$ cat src/rtl/uart_cmd_parser.sv
// Line-oriented LED command parser between usb_uart's receive and transmit pipelines.
// It echoes each byte, buffers the line, and on CR applies r/g/b/c commands and replies OK, ER or a bare newline.
module uart_cmd_parser #(
    parameter int LINE_MAX = 16
) (
    input  logic       clk_48mhz,
    input  logic       reset,
    input  logic [7:0] rx_data,
    input  logic       rx_valid,
    output logic       rx_ready,
    output logic [7:0] tx_data,
    output logic       tx_valid,
    input  logic       tx_ready,
    output logic [2:0] led,
    output logic       cmd_strobe,
    output logic       err_strobe
);
    localparam int LW = $clog2(LINE_MAX + 1);
    localparam int IW = $clog2(LINE_MAX);
    localparam logic [LW-1:0] LEN_MAX = LW'(LINE_MAX);
    localparam logic [7:0] CR = 8'h0D;
    localparam logic [7:0] LF = 8'h0A;

    typedef enum logic [2:0] {RECV, ECHO, SCAN, COMMIT, REPLY} state_t;
    typedef enum logic [1:0] {RPL_NL, RPL_ER, RPL_OK} reply_t;

    // Valid/ready: a byte moves on an edge where valid && ready; tx_valid and tx_data
    // hold until tx_ready is seen, and rx_ready depends on state alone.
    state_t        state;
    reply_t        reply_kind;
    logic [7:0]    cur;
    logic [7:0]    line_buf [LINE_MAX];
    logic [LW-1:0] len;
    logic [LW-1:0] idx;
    logic          ovf;
    logic          bad;
    logic [2:0]    shadow;
    logic [2:0]    ridx;

    function automatic logic [7:0] reply_byte(reply_t kind, logic [2:0] i);
        case (i)
            3'd0:    reply_byte = LF;
            3'd1:    reply_byte = (kind == RPL_OK) ? 8'h4F : 8'h45;
            3'd2:    reply_byte = (kind == RPL_OK) ? 8'h4B : 8'h52;
            3'd3:    reply_byte = CR;
            default: reply_byte = LF;
        endcase
    endfunction

    assign rx_ready = (state == RECV);

    always_ff @(posedge clk_48mhz) begin
        if (reset) begin
            state      <= RECV;
            reply_kind <= RPL_NL;
            cur        <= 8'h00;
            len        <= '0;
            idx        <= '0;
            ovf        <= 1'b0;
            bad        <= 1'b0;
            shadow     <= 3'b000;
            ridx       <= 3'd0;
            led        <= 3'b000;
            tx_data    <= 8'h00;
            tx_valid   <= 1'b0;
            cmd_strobe <= 1'b0;
            err_strobe <= 1'b0;
        end else begin
            cmd_strobe <= 1'b0;
            err_strobe <= 1'b0;
            case (state)
                RECV: begin
                    if (rx_valid) begin
                        cur <= rx_data;
                        if (rx_data != LF) begin
                            state    <= ECHO;
                            tx_valid <= 1'b1;
                            tx_data  <= rx_data;
                            if (rx_data != CR) begin
                                if (len < LEN_MAX) begin
                                    line_buf[len[IW-1:0]] <= rx_data;
                                    len <= len + LW'(1);
                                end else begin
                                    ovf <= 1'b1;
                                end
                            end
                        end
                    end
                end
                ECHO: begin
                    if (tx_ready) begin
                        tx_valid <= 1'b0;
                        if (cur == CR) begin
                            state  <= SCAN;
                            idx    <= '0;
                            shadow <= led;
                        end else begin
                            state <= RECV;
                        end
                    end
                end
                SCAN: begin
                    if (idx == len) begin
                        state <= COMMIT;
                    end else begin
                        idx <= idx + LW'(1);
                        case (line_buf[idx[IW-1:0]])
                            8'h72:   shadow[2] <= ~shadow[2];
                            8'h67:   shadow[1] <= ~shadow[1];
                            8'h62:   shadow[0] <= ~shadow[0];
                            8'h63:   shadow    <= 3'b000;
                            default: bad       <= 1'b1;
                        endcase
                    end
                end
                COMMIT: begin
                    if (len == '0 && !ovf) begin
                        reply_kind <= RPL_NL;
                    end else if (ovf || bad) begin
                        reply_kind <= RPL_ER;
                        err_strobe <= 1'b1;
                    end else begin
                        reply_kind <= RPL_OK;
                        led        <= shadow;
                        cmd_strobe <= 1'b1;
                    end
                    len      <= '0;
                    ovf      <= 1'b0;
                    bad      <= 1'b0;
                    ridx     <= 3'd0;
                    tx_valid <= 1'b1;
                    tx_data  <= LF;
                    state    <= REPLY;
                end
                REPLY: begin
                    if (tx_valid && tx_ready) begin
                        // A bare-newline reply is one byte long; OK/ER replies are five.
                        if ((reply_kind == RPL_NL) || (ridx == 3'd4)) begin
                            tx_valid <= 1'b0;
                            state    <= RECV;
                        end else begin
                            ridx    <= ridx + 3'd1;
                            tx_data <= reply_byte(reply_kind, ridx + 3'd1);
                        end
                    end
                end
                default: state <= RECV;
            endcase
        end
    end
endmodule

$ cat config.mk
export PLATFORM = sky130hd
export DESIGN_NAME = uart_cmd_parser
export DESIGN_NICKNAME = d
export VERILOG_FILES = /design/src/rtl/uart_cmd_parser.sv
export SDC_FILE = /design/constraint.sdc
export NUM_CORES = 1
export LEC_CHECK = 0
export ABC_CLOCK_PERIOD_IN_PS = 4000
export BUFFER_PORTS_ARGS = -buffer_cell sky130_fd_sc_hd__buf_4
export CORE_MARGIN = 2
export CORE_UTILIZATION = 64
export CTS_BUF_LIST = sky130_fd_sc_hd__clkbuf_8
export CTS_CLUSTER_DIAMETER = 80
export DETAILED_ROUTE_END_ITERATION = 12
export PLACE_DENSITY = 0.89
export SLEW_MARGIN = 20
export SYNTH_ARGS = -nofsm -noshare
export SYNTH_HDL_FRONTEND = slang
export SYNTH_SLANG_ARGS = --single-unit
export TNS_END_PERCENT = 1
$ cat constraint.sdc
create_clock -name clk_48mhz -period 4 [get_ports clk_48mhz]
set_clock_uncertainty 0.2 [all_clocks]
set_input_delay 0.8 -clock clk_48mhz [delete_from_list [all_inputs] [get_ports clk_48mhz]]
set_output_delay 0.8 -clock clk_48mhz [all_outputs]
set_load 0.02 [all_outputs]
==> impl_metrics.py <==
metrics = {
    "place": {
        "dp_hpwl_mm": 11.0,
        "gp_congestion": 0.907,
        "port_buffers": 26,
        "post-place-ws_ns": 0.693,
    },
    "setup_path": {
        "crit_chain": "mux4_2, nor2_1, a2bb2oi_1, nand4_2, nor4_1, o2111ai_1, o31ai_1",
        "r2r_cells": 7,
        "slowest_delay_ns": 0.96,
        "worstReg2RegEnd": "shadow[0]$_SDFFE_PP0P_",
        "cpLargestDelayFamily": "flip-flops",
        "path_class": "register to register",
        "critPathLaunchType": "register",
        "worst-path-buf-inv": 0,
        "endpoint_kind": "register",
        "crit_arrival_ns": 3.53,
        "required_ns": 4.16,
        "slowest_stage": "dfxtp_2",
        "path_max_fanout": 33,
        "r2r_slack_ns": 0.63,
    },
    "layout": {
        "layout-drive-gt1-share_pct": 17.5,
        "layout_commonest_cell": "edfxtp_1",
        "fill_cells": 681,
        "area_growth_syn_to_layout_pct": 11.0,
        "n_antenna_cell": 0,
        "final_cell_mix": "edfxtp_1 (128), nor2_1 (53), buf_4 (49)",
        "nets": 597,
    },
    "timing": {
        "hold_viol_final": 0,
        "fin_ws_ns": 0.628,
        "hold_ws_ns": 0.261,
        "max-slew-margin-rel_pct": 35.2,
        "rsz0062_at_grt": "no",
        "setup_violations": 0,
        "fin_setup_tns_ns": 0,
        "fin_crit_ns": 3.37,
        "worst_pin_slew_ns": 0.972,
        "slew_violations": 0,
        "fmax_mhz": 297,
        "finalCritPeriodShare_pct": 84.3,
    },
    "die": {
        "start_util_pct": 65.0,
        "die_y_um": 111,
        "die-area_mm2": 0.0123,
        "core.rowCount": 39,
        "die_w_um": 111,
        "core_mm2": 0.0113,
        "num_io_pins": 27,
    },
    "clock_tree": {
        "cts_hold_buf": 0,
        "ctsRootBufferMaster": "clkbuf_8",
        "post_cts.repair.setup_buffers": 0,
        "clock-sinks": 177,
        "cts_buffers": 17,
        "clk_pin_slew_worst_paths_ns": 0.10,
        "cts.htree.levels": 4,
        "cts.path.max_buffers": 2,
        "ctsResizeCount": 0,
        "cts_tree": "yes",
        "worstSkewPairLatency_ns": 0.46,
    },
    "synthesis": {
        "async_flop_share_pct": 0,
        "synth_edf_count": 128,
        "syn_area_mm2": 0.00733,
        "yosys.area.top_type": "edfxtp_1",
        "ys_warn_count": 0,
        "synth_cell_types": 67,
        "synth_top_area_share_pct": 52.5,
        "syn_area_per_cell_um2": 13.7,
        "ys_seq_area_share_pct": 65.8,
        "syn_inst": 533,
        "synthTopCellsByArea": "edfxtp_1 (52%), dfxtp_1 (13%), mux4_2 (4.3%)",
        "syn_nets": 554,
        "synth_seq_cells": 177,
        "synth_top_flop_cell": "edfxtp_1",
    },
    "global_routing": {
        "grt_pass1_wl_mm": 26.7,
        "grt_start_max_net_pins": 38,
        "antenna_found_initial": 0,
        "grt_pass1_vias": 4797,
        "grt_usage_pct": 28.7,
        "overflow": 0,
    },
    "worst_hold_path": {
        "holdPathStages": 2,
        "worstHoldStart": "cur[5]$_SDFFE_PP0P_",
        "hold_path_end": "cur[5]$_SDFFE_PP0P_",
        "hp-class": "register to register",
    },
    "power": {
        "powerDensity_mw_per_mm2": 424,
        "p_leak_uw": 0.00286,
        "fin_total_pwr_uw": 3450,
        "ir_worst_vdd_mv": 0.299,
    },
    "route": {
        "drt_iter0_markers": 773,
        "drcViolationCount": 0,
        "routed_wl_mm": 16.8,
        "ant_nets": 0,
        "drtPass1Iterations": 6,
        "vias": 4808,
        "vias_per_cell": 6.57,
        "wl_per_cell_um": 22.9,
    },
    "run": {
        "drv_cap": 0,
    },
    "status": {
        "status": "finished, final reports clean",
    },
}
where the power goes:
group	leakage (uW)	internal (uW)	total (uW)	switching (uW)
registers	0.00155	1990	2020	24.9
logic	0.00109	65.2	183	118
clock network	0.000215	583	1250	668
worst register-to-register path, delay by kind of cell, from the launching register on:
kind | cells | cell delay (ns)
multiplexers | 1 | 0.63
AND/OR/NAND/NOR | 3 | 0.89
flip-flops | 1 | 0.96
AO/OA/AOI/OAI | 3 | 0.59
synthesized netlist by cell type (all sizes together) (4+ instances only):
| library cell | instances |
|---|---|
| inv | 14 |
| a311oi | 5 |
| nor2b | 6 |
| nand2 | 45 |
| nand3 | 6 |
| xor2 | 6 |
| nand2b | 9 |
| a22oi | 4 |
| xnor2 | 7 |
| ha | 9 |
| a21o | 4 |
| nor3b | 9 |
| mux4 | 18 |
| nor3 | 12 |
| a211oi | 6 |
| clkbuf | 15 |
| edfxtp | 128 |
| dfxtp | 49 |
| buf | 10 |
| o21ai | 9 |
| nor2 | 53 |
| nor4 | 9 |
| a21oi | 30 |
| mux2i | 14 |
| and2 | 7 |
through the flow:
stage / std cells / utilization [%] / instance area [um^2]
6_report: 732 / 72.2 / 8140
5_1_grt: 732 / 72.2 / 8140
4_1_cts: 732 / 72.2 / 8140
3_5_place_dp: 700 / 68.6 / 7730
3_3_place_gp: 700 / 68.6 / 7730
2_1_floorplan: 533 / - / 7330
worst max path at each step:
| stage | startpoint | to | slack (ns) | cells after the start |
|---|---|---|---|---|
| after floorplan | state[0]$_SDFFE_PP0P_ | line_buf[3][0]$_DFFE_PP_ | 0.60 | 6 |
| after global placement | rx_data[4] | tx_data[7]$_SDFFE_PP0P_ | 0.77 | 7 |
| after detailed placement | register | shadow[0]$_SDFFE_PP0P_ | 0.69 | 7 |
| after CTS | register | shadow[0]$_SDFFE_PP0P_ | 0.67 | 7 |
| after global routing | register | shadow[0]$_SDFFE_PP0P_ | 0.41 | 7 |
| final | register | shadow[0]$_SDFFE_PP0P_ | 0.63 | 7 |
state kept, by name (all words and copies together), names as in the netlist, 5 cells and up, named ones only:
| name | cells |
|---|---|
| cur | 8 |
| idx | 5 |
| len | 5 |
| line_buf | 128 |
| tx_data | 8 |
per-layer routing:
metal,global-route usage (%),wire [um],vias up
met5,0,0,-
met4,12.0,506,0
met3,5.90,1460,49
met2,45.8,8390,306
met1,39.1,6390,2366
li1,-,-,2087
area by class of cell:
cell class	instances	area [um^2]	area share, %
Clock inverter	14	154	1.89
Inverter	14	52.6	0.646
Multi-Input combinational cell	317	2310	28.4
Clock buffer	18	248	3.04
Tap cell	143	179	2.20
Sequential cell	177	4830	59.3
Timing Repair Buffer	49	368	4.52
cells by family (layout without fill, tap and decap cells):
kind of cell	Yosys count	count (layout)	synth area share (%)
xor+xnor	13	13	1.55
flops	177	177	65.8
mux	34	34	7.96
compound gates	81	81	7.68
simple gates	180	180	12.8
buf+inv	39	95	2.63
fa+ha+maj	9	9	1.54
No activity file was read; power rests on OpenSTA's default activity.
